<file path="src/rtl/lsu_axil.sv">
// -----------------------------------------------------------------------------
// lsu_axil -- load/store unit for the nano_rv32i core.
//
// Accepts one access at a time over a valid/ready request port and returns a
// single-cycle response pulse. Each access is routed by address either to the
// local data RAM (byte-lane strobes, fixed read latency) or to an MMIO window
// reached through an AXI4-Lite master. Loads are lane-extracted and sign/zero
// extended. Misaligned accesses, illegal funct3 and SLVERR/DECERR responses
// complete with rsp_err_o set and zero data.
//
// Ports
//   clk_i, rst_n_i                 clock, synchronous active-low reset
//   req_valid_i / req_ready_o      request handshake (ready only while idle)
//   req_we_i, funct3_i, addr_i,
//   wdata_i                        access descriptor (store data right-aligned)
//   rsp_valid_o, rsp_rdata_o,
//   rsp_err_o                      one-cycle completion, no backpressure
//   d_we_o, d_rd_o, d_wdata_o,
//   d_rdata_i                      data RAM port
//   m_aw*, m_w*, m_b*, m_ar*, m_r* AXI4-Lite master channels
//
// All outputs are registered: the combinational block computes the value each
// output takes in the next state, and the sequential block stores it.
// -----------------------------------------------------------------------------
module lsu_axil #(
   parameter logic [31:0] MMIO_BASE = 32'h3000_0000,
   parameter logic [31:0] MMIO_MASK = 32'hFF00_0000,
   parameter int unsigned RAM_LAT   = 1
) (
   input  logic        clk_i,
   input  logic        rst_n_i,
   input  logic        req_valid_i,
   output logic        req_ready_o,
   input  logic        req_we_i,
   input  logic [2:0]  funct3_i,
   input  logic [31:0] addr_i,
   input  logic [31:0] wdata_i,
   output logic        rsp_valid_o,
   output logic [31:0] rsp_rdata_o,
   output logic        rsp_err_o,
   output logic [3:0]  d_we_o,
   output logic [3:0]  d_rd_o,
   output logic [31:0] d_wdata_o,
   input  logic [31:0] d_rdata_i,
   output logic [31:0] m_awaddr_o,
   output logic        m_awvalid_o,
   input  logic        m_awready_i,
   output logic [31:0] m_wdata_o,
   output logic [3:0]  m_wstrb_o,
   output logic        m_wvalid_o,
   input  logic        m_wready_i,
   input  logic [1:0]  m_bresp_i,
   input  logic        m_bvalid_i,
   output logic        m_bready_o,
   output logic [31:0] m_araddr_o,
   output logic        m_arvalid_o,
   input  logic        m_arready_i,
   input  logic [31:0] m_rdata_i,
   input  logic [1:0]  m_rresp_i,
   input  logic        m_rvalid_i,
   output logic        m_rready_o
);

   typedef enum logic [2:0] {
      ST_IDLE     = 3'd0,
      ST_RAM      = 3'd1,
      ST_AXI_AW_W = 3'd2,
      ST_AXI_B    = 3'd3,
      ST_AXI_AR   = 3'd4,
      ST_AXI_R    = 3'd5,
      ST_RESP     = 3'd6
   } state_t;

   localparam logic [2:0] RAM_LAT_C = 3'(RAM_LAT);

   // Byte-lane strobe for an access of the given size at lane offset sh.
   function automatic logic [3:0] f_strobe(input logic [2:0] f3, input logic [1:0] sh);
      case (f3)
         3'b000, 3'b100: f_strobe = 4'b0001 << sh;
         3'b001, 3'b101: f_strobe = 4'b0011 << sh;
         3'b010:         f_strobe = 4'b1111;
         default:        f_strobe = 4'b0000;
      endcase
   endfunction

   // Store data replicated across lanes so the strobes pick the right bytes.
   function automatic logic [31:0] f_lane_wdata(input logic [2:0] f3, input logic [31:0] wd);
      case (f3)
         3'b000:  f_lane_wdata = {4{wd[7:0]}};
         3'b001:  f_lane_wdata = {2{wd[15:0]}};
         default: f_lane_wdata = wd;
      endcase
   endfunction

   // Misalignment or an encoding that is not valid for this direction.
   function automatic logic f_acc_err(input logic we, input logic [2:0] f3, input logic [1:0] a);
      logic illegal;
      logic mis;
      case (f3)
         3'b000:  begin illegal = 1'b0; mis = 1'b0;  end
         3'b001:  begin illegal = 1'b0; mis = a[0];  end
         3'b010:  begin illegal = 1'b0; mis = |a;    end
         3'b100:  begin illegal = we;   mis = 1'b0;  end
         3'b101:  begin illegal = we;   mis = a[0];  end
         default: begin illegal = 1'b1; mis = 1'b0;  end
      endcase
      f_acc_err = illegal | mis;
   endfunction

   // Shift the addressed lane down and extend it to 32 bits.
   function automatic logic [31:0] f_load_ext(input logic [2:0] f3, input logic [1:0] sh,
                                              input logic [31:0] raw);
      logic [31:0] s;
      s = raw >> {sh, 3'b000};
      case (f3)
         3'b000:  f_load_ext = {{24{s[7]}}, s[7:0]};
         3'b001:  f_load_ext = {{16{s[15]}}, s[15:0]};
         3'b010:  f_load_ext = s;
         3'b100:  f_load_ext = {24'h00_0000, s[7:0]};
         3'b101:  f_load_ext = {16'h0000, s[15:0]};
         default: f_load_ext = 32'h0000_0000;
      endcase
   endfunction

   // Request-side decode, only meaningful in the accept cycle.
   logic        is_mmio_s;
   logic        acc_err_s;
   logic [3:0]  strb_s;
   logic [31:0] wdata_lane_s;

   assign is_mmio_s    = ((addr_i & MMIO_MASK) == MMIO_BASE);
   assign acc_err_s    = f_acc_err(req_we_i, funct3_i, addr_i[1:0]);
   assign strb_s       = f_strobe(funct3_i, addr_i[1:0]);
   assign wdata_lane_s = f_lane_wdata(funct3_i, wdata_i);

   // State and registered request fields.
   state_t      state_r,   state_nxt_s;
   logic        we_r,      we_nxt_s;
   logic [2:0]  funct3_r,  funct3_nxt_s;
   logic [1:0]  sh_r,      sh_nxt_s;
   logic [2:0]  cnt_r,     cnt_nxt_s;

   // Output registers.
   logic        req_ready_r, req_ready_nxt_s;
   logic        rsp_valid_r, rsp_valid_nxt_s;
   logic [31:0] rsp_rdata_r, rsp_rdata_nxt_s;
   logic        rsp_err_r,   rsp_err_nxt_s;
   logic [3:0]  d_we_r,      d_we_nxt_s;
   logic [3:0]  d_rd_r,      d_rd_nxt_s;
   logic [31:0] d_wdata_r,   d_wdata_nxt_s;
   logic [31:0] awaddr_r,    awaddr_nxt_s;
   logic        awvalid_r,   awvalid_nxt_s;
   logic [31:0] m_wdata_r,   m_wdata_nxt_s;
   logic [3:0]  wstrb_r,     wstrb_nxt_s;
   logic        wvalid_r,    wvalid_nxt_s;
   logic        bready_r,    bready_nxt_s;
   logic [31:0] araddr_r,    araddr_nxt_s;
   logic        arvalid_r,   arvalid_nxt_s;
   logic        rready_r,    rready_nxt_s;

   // Next-state and next-output computation.
   always_comb begin
      state_nxt_s     = state_r;
      we_nxt_s        = we_r;
      funct3_nxt_s    = funct3_r;
      sh_nxt_s        = sh_r;
      cnt_nxt_s       = cnt_r;
      req_ready_nxt_s = 1'b0;
      rsp_valid_nxt_s = 1'b0;
      rsp_rdata_nxt_s = 32'h0000_0000;
      rsp_err_nxt_s   = 1'b0;
      d_we_nxt_s      = 4'b0000;
      d_rd_nxt_s      = 4'b0000;
      d_wdata_nxt_s   = d_wdata_r;
      awaddr_nxt_s    = awaddr_r;
      awvalid_nxt_s   = 1'b0;
      m_wdata_nxt_s   = m_wdata_r;
      wstrb_nxt_s     = wstrb_r;
      wvalid_nxt_s    = 1'b0;
      bready_nxt_s    = 1'b0;
      araddr_nxt_s    = araddr_r;
      arvalid_nxt_s   = 1'b0;
      rready_nxt_s    = 1'b0;

      case (state_r)
         ST_IDLE: begin
            if (req_valid_i) begin
               we_nxt_s     = req_we_i;
               funct3_nxt_s = funct3_i;
               sh_nxt_s     = addr_i[1:0];
               cnt_nxt_s    = 3'd0;
               if (acc_err_s) begin
                  // Rejected without touching RAM or the bus.
                  state_nxt_s     = ST_RESP;
                  rsp_valid_nxt_s = 1'b1;
                  rsp_err_nxt_s   = 1'b1;
               end else if (is_mmio_s) begin
                  if (req_we_i) begin
                     state_nxt_s   = ST_AXI_AW_W;
                     awaddr_nxt_s  = addr_i;
                     m_wdata_nxt_s = wdata_lane_s;
                     wstrb_nxt_s   = strb_s;
                     awvalid_nxt_s = 1'b1;
                     wvalid_nxt_s  = 1'b1;
                  end else begin
                     state_nxt_s   = ST_AXI_AR;
                     araddr_nxt_s  = addr_i;
                     arvalid_nxt_s = 1'b1;
                  end
               end else begin
                  state_nxt_s   = ST_RAM;
                  d_wdata_nxt_s = wdata_lane_s;
                  if (req_we_i) begin
                     d_we_nxt_s = strb_s;
                  end else begin
                     d_rd_nxt_s = strb_s;
                  end
               end
            end else begin
               req_ready_nxt_s = 1'b1;
            end
         end

         ST_RAM: begin
            // cnt_r counts RAM cycles; the strobe cycle is cnt_r == 0, so read
            // data is valid when cnt_r reaches the RAM latency.
            if (we_r) begin
               state_nxt_s     = ST_RESP;
               rsp_valid_nxt_s = 1'b1;
            end else if (cnt_r == RAM_LAT_C) begin
               state_nxt_s     = ST_RESP;
               rsp_valid_nxt_s = 1'b1;
               rsp_rdata_nxt_s = f_load_ext(funct3_r, sh_r, d_rdata_i);
            end else begin
               cnt_nxt_s = cnt_r + 3'd1;
            end
         end

         ST_AXI_AW_W: begin
            // AW and W complete independently; each valid drops after its own handshake.
            awvalid_nxt_s = awvalid_r & ~m_awready_i;
            wvalid_nxt_s  = wvalid_r & ~m_wready_i;
            if (!awvalid_nxt_s && !wvalid_nxt_s) begin
               state_nxt_s  = ST_AXI_B;
               bready_nxt_s = 1'b1;
            end else begin
               state_nxt_s  = ST_AXI_AW_W;
            end
         end

         ST_AXI_B: begin
            if (m_bvalid_i) begin
               state_nxt_s     = ST_RESP;
               rsp_valid_nxt_s = 1'b1;
               rsp_err_nxt_s   = (m_bresp_i != 2'b00);
            end else begin
               bready_nxt_s = 1'b1;
            end
         end

         ST_AXI_AR: begin
            if (m_arready_i) begin
               state_nxt_s  = ST_AXI_R;
               rready_nxt_s = 1'b1;
            end else begin
               arvalid_nxt_s = 1'b1;
            end
         end

         ST_AXI_R: begin
            if (m_rvalid_i) begin
               state_nxt_s     = ST_RESP;
               rsp_valid_nxt_s = 1'b1;
               if (m_rresp_i != 2'b00) begin
                  rsp_err_nxt_s = 1'b1;
               end else begin
                  rsp_rdata_nxt_s = f_load_ext(funct3_r, sh_r, m_rdata_i);
               end
            end else begin
               rready_nxt_s = 1'b1;
            end
         end

         ST_RESP: begin
            state_nxt_s     = ST_IDLE;
            req_ready_nxt_s = 1'b1;
         end

         default: begin
            state_nxt_s     = ST_IDLE;
            req_ready_nxt_s = 1'b1;
         end
      endcase
   end

   // State, request and output registers with synchronous reset.
   always_ff @(posedge clk_i) begin
      if (!rst_n_i) begin
         state_r     <= ST_IDLE;
         we_r        <= 1'b0;
         funct3_r    <= 3'b000;
         sh_r        <= 2'b00;
         cnt_r       <= 3'd0;
         req_ready_r <= 1'b1;
         rsp_valid_r <= 1'b0;
         rsp_rdata_r <= 32'h0000_0000;
         rsp_err_r   <= 1'b0;
         d_we_r      <= 4'b0000;
         d_rd_r      <= 4'b0000;
         d_wdata_r   <= 32'h0000_0000;
         awaddr_r    <= 32'h0000_0000;
         awvalid_r   <= 1'b0;
         m_wdata_r   <= 32'h0000_0000;
         wstrb_r     <= 4'b0000;
         wvalid_r    <= 1'b0;
         bready_r    <= 1'b0;
         araddr_r    <= 32'h0000_0000;
         arvalid_r   <= 1'b0;
         rready_r    <= 1'b0;
      end else begin
         state_r     <= state_nxt_s;
         we_r        <= we_nxt_s;
         funct3_r    <= funct3_nxt_s;
         sh_r        <= sh_nxt_s;
         cnt_r       <= cnt_nxt_s;
         req_ready_r <= req_ready_nxt_s;
         rsp_valid_r <= rsp_valid_nxt_s;
         rsp_rdata_r <= rsp_rdata_nxt_s;
         rsp_err_r   <= rsp_err_nxt_s;
         d_we_r      <= d_we_nxt_s;
         d_rd_r      <= d_rd_nxt_s;
         d_wdata_r   <= d_wdata_nxt_s;
         awaddr_r    <= awaddr_nxt_s;
         awvalid_r   <= awvalid_nxt_s;
         m_wdata_r   <= m_wdata_nxt_s;
         wstrb_r     <= wstrb_nxt_s;
         wvalid_r    <= wvalid_nxt_s;
         bready_r    <= bready_nxt_s;
         araddr_r    <= araddr_nxt_s;
         arvalid_r   <= arvalid_nxt_s;
         rready_r    <= rready_nxt_s;
      end
   end

   assign req_ready_o = req_ready_r;
   assign rsp_valid_o = rsp_valid_r;
   assign rsp_rdata_o = rsp_rdata_r;
   assign rsp_err_o   = rsp_err_r;
   assign d_we_o      = d_we_r;
   assign d_rd_o      = d_rd_r;
   assign d_wdata_o   = d_wdata_r;
   assign m_awaddr_o  = awaddr_r;
   assign m_awvalid_o = awvalid_r;
   assign m_wdata_o   = m_wdata_r;
   assign m_wstrb_o   = wstrb_r;
   assign m_wvalid_o  = wvalid_r;
   assign m_bready_o  = bready_r;
   assign m_araddr_o  = araddr_r;
   assign m_arvalid_o = arvalid_r;
   assign m_rready_o  = rready_r;

endmodule
</file>
<file path="config.mk">
export PLATFORM = sky130hd
export DESIGN_NAME = lsu_axil
export DESIGN_NICKNAME = d
export VERILOG_FILES = /design/src/rtl/lsu_axil.sv
export SDC_FILE = /design/constraint.sdc
export NUM_CORES = 1
export LEC_CHECK = 0
export CAP_MARGIN = 20
export CORE_UTILIZATION = 44
export DETAILED_ROUTE_END_ITERATION = 10
export PLACE_DENSITY_LB_ADDON = 0.1
export REMOVE_ABC_BUFFERS = 1
export SETUP_SLACK_MARGIN = 0.4
export SYNTH_ARGS = -nofsm -noshare
export SYNTH_HDL_FRONTEND = slang
export SYNTH_SLANG_ARGS = --single-unit
</file>
<file path="constraint.sdc">
create_clock -name clk_i -period 2.6 [get_ports clk_i]
set_input_delay 0.39 -clock clk_i [delete_from_list [all_inputs] [get_ports clk_i]]
set_output_delay 0.39 -clock clk_i [all_outputs]
set_load 0.1 [all_outputs]
</file>
==> results of run 1 <==
## tightest hold or removal path, delay by kind of cell, from the launching register on
kind / cells / cell delay, ns
flip-flops: 1 / 0.31
AND/OR/NAND/NOR: 1 / 0.05
AO/OA/AOI/OAI: 1 / 0.05
## kinds of logic after synthesis
group	Yosys count
and+or+nand+nor	398
AOI/OAI and AO/OA	259
DFF	192
buffers and inverters	93
muxes	79
xor gates and xnor gates	2
adders and majority gates	2
## where the power goes
group / internal [mW] / switching (mW) / leakage [nW]
combinational: 0.924 / 1.65 / 3.06
clock: 1.37 / 1.25 / 0.291
sequential: 3.05 / 0.0870 / 1.55
total: 5.35 / 2.99 / 4.90
## per-stage QoR
stage	cells	TNS, ns	instance area, sq um
2_1_floorplan	939	-83.71	8050
3_3_place_gp	1535	0	11500
3_5_place_dp	1535	0	11500
4_1_cts	1567	0	12100
5_1_grt	1568	0	12100
6_report	1568	0	12100
## synth_stat cells, types with 6 or more instances
library cell | n | share of area [%]
sky130_fd_sc_hd__dfxtp_1 | 192 | 46
sky130_fd_sc_hd__buf_2 | 18 | 1.1
sky130_fd_sc_hd__buf_1 | 10 | 0.45
sky130_fd_sc_hd__o22ai_1 | 29 | 2.2
sky130_fd_sc_hd__nor2b_1 | 8 | 0.60
sky130_fd_sc_hd__nand2b_1 | 8 | 0.60
sky130_fd_sc_hd__nand3_1 | 90 | 5.4
sky130_fd_sc_hd__nand2_1 | 189 | 8.4
sky130_fd_sc_hd__clkbuf_1 | 56 | 2.5
sky130_fd_sc_hd__o21ai_0 | 62 | 3.7
sky130_fd_sc_hd__a221oi_1 | 6 | 0.63
sky130_fd_sc_hd__nor2_1 | 60 | 2.7
sky130_fd_sc_hd__mux2_2 | 31 | 4.2
sky130_fd_sc_hd__a31oi_1 | 11 | 0.82
sky130_fd_sc_hd__a211oi_1 | 6 | 0.54
sky130_fd_sc_hd__o21ai_1 | 10 | 0.60
sky130_fd_sc_hd__nor3_1 | 10 | 0.60
sky130_fd_sc_hd__a21oi_1 | 113 | 6.7
sky130_fd_sc_hd__and3_1 | 13 | 0.97
sky130_fd_sc_hd__mux2i_1 | 46 | 5.5
## layout make-up
class | instances | area (sq um) | share of cell area, %
Tap cell | 234 | 293 | 2.42
Timing Repair Buffer | 362 | 3150 | 26.0
Clock buffer | 17 | 425 | 3.52
Clock inverter | 15 | 169 | 1.40
Antenna cell | 1 | 2.50 | 0.0207
Multi-Input combinational cell | 740 | 4190 | 34.6
Inverter | 7 | 26.3 | 0.217
Sequential cell | 192 | 3850 | 31.8
## routing by layer
metal,up-vias,share of wire [%],track usage [%]
met1,3918,41,33.4
met5,-,0,0
met3,45,8.7,8.65
met4,0,2.9,11.5
li1,4189,-,-
met2,339,47,44.8
## state kept, by name, indices dropped and copies added, names as in the netlist, 2 cells and up
| name | count |
|---|---|
| cnt_r | 3 |
| d_rd_o | 4 |
| d_wdata_o | 32 |
| d_we_o | 4 |
| funct3_r | 3 |
| m_araddr_o | 32 |
| m_awaddr_o | 32 |
| m_wdata_o | 32 |
| m_wstrb_o | 4 |
| rsp_rdata_o | 32 |
| sh_r | 2 |
| state_r | 3 |
## worst max path at each step
stage / from / cells after the start / slack, ns / end
4_1_cts: sh_r[1] / 6 / 0.43 / rsp_rdata_o[23]
3_5_place_dp: addr_i[0] / 6 / 0.1 / m_wstrb_o[1]
6_report: state_r[2] / 5 / 0.53 / rsp_rdata_o[30]
5_1_grt: addr_i[0] / 6 / 0.40 / m_wstrb_o[0]
2_1_floorplan: state_r[2] / 3 / -1.23 / m_awaddr_o[24]
3_3_place_gp: d_rdata_i[31] / 6 / 0.19 / rsp_rdata_o[23]
==> impl_results.md, run 1 <==
- Async S/R FF share, synth: 0%
- Cell area after technology mapping: 8400 sq um
- Resized Gates After CTS: 0
- Total CTS buffers: 17
- Core area: 18700 sq um
- Fmax: 483 MHz
- Path depth of the worst reg2reg path: 5
- Hold path startpoint: m_wdata_o[28]
- Number of top-level pins: 324
- Setup repair after global routing missed its margin: no
- Antenna violations before repair: 1
- Root buffer cell: sky130_fd_sc_hd__clkbuf_16
- Final WS setup: 0.529 ns
- Routability congestion estimate from global placement: 0.919
- Cell count of the worst hold path: 2
- HPWL reported at the end of detailed placement: 19100 microns
- Vias in the first global route: 8085
- Pre-CTS setup slack: 0.0985 ns
- Worst voltage drop across the vdd grid: 0.516 mV
- Cells along the critical path: or3b_4 -> or3_4 -> a2111oi_4 -> a31oi_1 -> a21oi_1
- Parity-gate share of the synthesized area counting xor and xnor cells: 0.209%
- Cell type of the slowest stage on the worst timing path: sky130_fd_sc_hd__or3_4
- Sequential fraction of the synthesis area: 45.8%
- FF-to-FF setup slack: 0.53 ns
- Count of maximum capacitance violations: 0
- WL final: 27100 microns
- Share of cells above drive strength 1: 22.4%
- First-pass GRT wire length: 42600 microns
- Net count of the finished layout: 1466
- Primary flip-flop cell chosen by synthesis mapping: sky130_fd_sc_hd__dfxtp_1
- Overall Power: 8.34 mW
- Crit path buf inv count: 0
- Min-delay worst type: register to register
- Effective utilization at floorplan: 44.9%
- Smallest hold slack: 0.454 ns
- Min Clock Period, post-route: 2.07 ns
- Simple-gate portion of the synthesized area: 21.2%
- Core utilization of the finished layout: 64.7%
- Power density cells: 689 nW/um^2
- Most common cell after layout, fill and taps aside: sky130_fd_sc_hd__buf_4
- Buffer count from post-CTS setup fixing: 0
- Number of endpoints with negative hold slack in the final report: 0
- Outcome: completed
- Starting DRC count in detailed routing: 531
- Clock-pin slew reported for the worst setup and hold paths after clock tree synthesis: 0.07 ns
- Leading cell types in the layout, fill and taps excluded: sky130_fd_sc_hd__buf_4, sky130_fd_sc_hd__dfxtp_1, sky130_fd_sc_hd__nand2_1
- Pin count of the biggest net entering global routing: 94
- Worst Path Required: 2.95 ns
- Floorplan die area: 19600 sq um
- TritonCTS clock tree: yes
- Pins over their slew limit: 0
- Number of enable-type register cells in the synthesized netlist: 0
- All-layer global routing usage: 27.5%
- Buffers from clock root to sink, at most: 2
- Wirelength per Cell: 17.3 microns
- Number of different library cells in the post-synthesis netlist: 54
- DRT Pass-1 Iters: 6
- CP top delay family: simple AND/OR/NAND/NOR gates
- Area share of fa/ha/maj cells after synthesis: 0.298%
- H-tree levels: 4
- Mux share of post-synthesis cell area: 10.2%
- R2r endpoint: rsp_rdata_o[30]
- Number of placement rows: 50
- Height of the chip: 140 microns
- Critical Path Start Type: register
- Post-synthesis cell count: 1025
- Post-route clock skew: 0.00972 ns
- Kind of critical path: register to register
- Later-pin clock latency in the skew report: 0.43 ns
- Post-synthesis compound-gate area fraction: 17.8%
- Area added between synthesis and finish: 44.0%
- Final worst path period share: 79.7%
- Pin slew with the least headroom to its limit: 0.610 ns
- Horizontal extent of the die: 140 microns
- Clk sink count: 192
- DR vias: 8491
- Mean instance size in the synthesized netlist: 8.19 sq um
- Min-Delay Endpoint: m_wdata_o[28]
- Worst slew slack as a fraction of its limit: 59.3%
- Count of buffers from port buffering: 323
- Final setup violation count: 0
- Filler cells: 1648
- Yosys warns: 0
- Data arrival time of the worst path: 2.42 ns
- Startpoint of the worst register-to-register path: state_r[2]
- Hold bufs inserted after CTS: 0
- Combinational family with the most area after synthesis: simple AND/OR/NAND/NOR gates
- Lkg Pwr: 4.90 nW
- Remaining design rule violation count: 0
- Vias per inst: 5.42
- Crit-path max cell delay: 0.49 ns
- CP Capture Type: register
- Post-route antenna net violation count: 0
- Aggregate global routing overflow: 0
- CP max FO: 12
- Register bit count reported by yosys: 192
Note: power is estimated with default switching activity, not from simulation.
==> run 2: changes to the inputs <==
--- a/config.mk
+++ b/config.mk
@@ -6,7 +6,7 @@
 export NUM_CORES = 1
 export LEC_CHECK = 0
 export CAP_MARGIN = 20
-export CORE_UTILIZATION = 44
+export CORE_UTILIZATION = 40
 export DETAILED_ROUTE_END_ITERATION = 10
 export PLACE_DENSITY_LB_ADDON = 0.1
 export REMOVE_ABC_BUFFERS = 1
==> constraint.sdc (replaced) <==
create_clock -name clk_i -period 1.9 [get_ports clk_i]
set_input_delay 0.285 -clock clk_i [delete_from_list [all_inputs] [get_ports clk_i]]
set_output_delay 0.285 -clock clk_i [all_outputs]
set_load 0.1 [all_outputs]
==> run 2 against run 1 <==
Clock power is 40% higher. Critical path type unchanged. Register-to-register slack got worse by 0.48 ns. Combinational power grew 66%. Via count up 7.4%.
==> impl_results.md, run 2 (synthesized netlist as in run 1, its figures left out) <==
- HPWL reported at the end of detailed placement: 20200 microns (+5.8%)
- All-layer global routing usage: 28.0% (+0.51 points)
- Kind of critical path: register to register
- Net count of the finished layout: 1551 (+5.8%)
- Total negative slack: 0 ns (unchanged)
- Buffers from clock root to sink, at most: 2 (unchanged)
- Starting DRC count in detailed routing: 527 (-0.75%)
- Vias in the first global route: 8500 (+5.1%)
- Root buffer cell: sky130_fd_sc_hd__clkbuf_16
- Worst voltage drop across the vdd grid: 0.688 mV (+33%)
- Setup repair after global routing missed its margin: yes
- TritonCTS clock tree: yes
- Crit-path max cell delay: 0.40 ns (-0.09 ns)
- Remaining design rule violation count: 0 (unchanged)
- DR vias: 9122 (+7.4%)
- Aggregate global routing overflow: 0 (unchanged)
- Routability congestion estimate from global placement: 0.886 (-3.6%)
- Antenna violations before repair: 0 (-1)
- Effective utilization at floorplan: 41.1% (-3.8 points)
- Final worst path period share: 97.2% (+18 points)
- Diodes inserted: 0 (-1)
- Critical Path Start Type: register
- Leading cell types in the layout, fill and taps excluded: sky130_fd_sc_hd__buf_4, sky130_fd_sc_hd__nand2_1, sky130_fd_sc_hd__dfxtp_1
- Most common cell after layout, fill and taps aside: sky130_fd_sc_hd__buf_4
- Lkg Pwr: 5.62 nW (+15%)
- Number of placement rows: 52 (+4.0%)
- Outcome: completed
- Final setup violation count: 0 (unchanged)
- Floorplan die area: 21600 sq um (+9.8%)
- Fmax: 541 MHz (+12%)
- Height of the chip: 147 microns (+4.8%)
- Count of maximum capacitance violations: 0 (unchanged)
- Power density cells: 898 nW/um^2 (+30%)
- Clock-pin slew reported for the worst setup and hold paths after clock tree synthesis: 0.08 ns (about the same)
- Later-pin clock latency in the skew report: 0.44 ns (about the same)
- CP Capture Type: register
- Share of cells above drive strength 1: 31.2% (+8.7 points)
- Count of buffers from port buffering: 323 (unchanged)
- CP max FO: 6 (-6)
- Min Clock Period, post-route: 1.85 ns (-0.224 ns)
- Worst Path Required: 2.25 ns (-0.70 ns)
- Min-delay worst type: input pin to register
- Clk sink count: 192 (unchanged)
- Pin count of the biggest net entering global routing: 89 (-5.3%)
- WL final: 32400 microns (+20%)
- Number of top-level pins: 324 (unchanged)
- Data arrival time of the worst path: 2.20 ns (-0.22 ns)
- Worst slew slack as a fraction of its limit: 65.6% (+6.3 points)
- Cells along the critical path: or3b_4 -> or3_4 -> a2111oi_4 -> buf_6 -> a31oi_1 -> o22ai_1
- Filler cells: 1756 (+6.6%)
- Number of endpoints with negative hold slack in the final report: 0 (unchanged)
- DRT Pass-1 Iters: 6 (unchanged)
- First-pass GRT wire length: 47200 microns (+11%)
- Core area: 20400 sq um (+9.2%)
- Vias per inst: 5.40 (-0.21%)
- H-tree levels: 4 (unchanged)
- Pins over their slew limit: 0 (unchanged)
- Post-route clock skew: 0.0117 ns (+0.00201 ns)
- Wirelength per Cell: 19.2 microns (+11%)
- Post-route antenna net violation count: 0 (unchanged)
- Horizontal extent of the die: 147 microns (+4.8%)
- Cell type of the slowest stage on the worst timing path: sky130_fd_sc_hd__or3b_4
- Pin slew with the least headroom to its limit: 0.513 ns (-0.0965 ns)
- Core utilization of the finished layout: 66.8% (+2.1 points)
- Area added between synthesis and finish: 62.5%
- Total CTS buffers: 17 (unchanged)
-- run 2: timing repair --
item / CTS / global route
endpoints found under the setup margin: 180 / 185
cloned: 12 / 7
resized for setup: 93 / 57
pin swaps: 12 / 16
buffers inserted: 12 / 10
hold buffers: 0 / 0
-- run 2: report_power, final --
| part | switching (mW) | leakage, nW | total [mW] | internal [mW] |
|---|---|---|---|---|
| sequential | 0.114 | 1.55 | 4.30 | 4.19 |
| clock | 1.87 | 0.294 | 3.68 | 1.80 |
| combinational | 2.56 | 3.77 | 4.27 | 1.71 |
| total | 4.55 | 5.62 | 12.3 | 7.70 |
-- run 2: layer usage --
metal | part of all wire (%) | track usage [%] | vias to the layer above
li1 | - | - | 4369
met1 | 42 | 35.3 | 4321
met2 | 48 | 45.6 | 376
met3 | 7.9 | 7.76 | 56
met4 | 2.5 | 10.3 | 0
met5 | 0 | 0 | -
-- run 2: path summary, 6_finish.rpt --
kind                                    start         endpoint  slack [ns]  cells after the start
worst max-delay path               state_r[1]  rsp_rdata_o[18]        0.05                      6
worst min-delay path                  rst_n_i       state_r[1]        0.23                      2
worst max register to register     state_r[1]  rsp_rdata_o[18]        0.05                      6
worst min register to register  m_wdata_o[26]    m_wdata_o[26]        0.46                      2
-- run 2: per-stage QoR --
stage / power (mW) / setup slack [ns] / hold WS [ns] / std cells / area (sq um)
CTS: 12.1 / 0.0842 / 0.218 / 1671 / 13200
global route: 12.8 / 0.00455 / 0.228 / 1688 / 13600
floorplan: 6.65 / -1.93 / 0.408 / 939 / 8050
finish: 12.3 / 0.0529 / 0.230 / 1688 / 13600
detailed placement: 8.03 / -0.378 / 0.445 / 1615 / 11900
global placement: 8.00 / -0.317 / 0.443 / 1614 / 11900
-- run 2: layout make-up --
type,instances,area [sq um],area share [%]
clock buffers,17,425,3.12
clock inverters,15,190,1.39
inverters,7,26.3,0.193
multi-input cells,740,4500,33.0
flip-flops and latches,192,3860,28.3
well taps,270,338,2.48
repair buffers,447,4310,31.6
-- run 2: critical path, delay by kind of cell, from the launching register on --
kind | cells | cell delay [ns]
flops | 1 | 0.32
buf+inv | 1 | 0.19
simple gates | 2 | 0.79
compound gates | 3 | 0.45
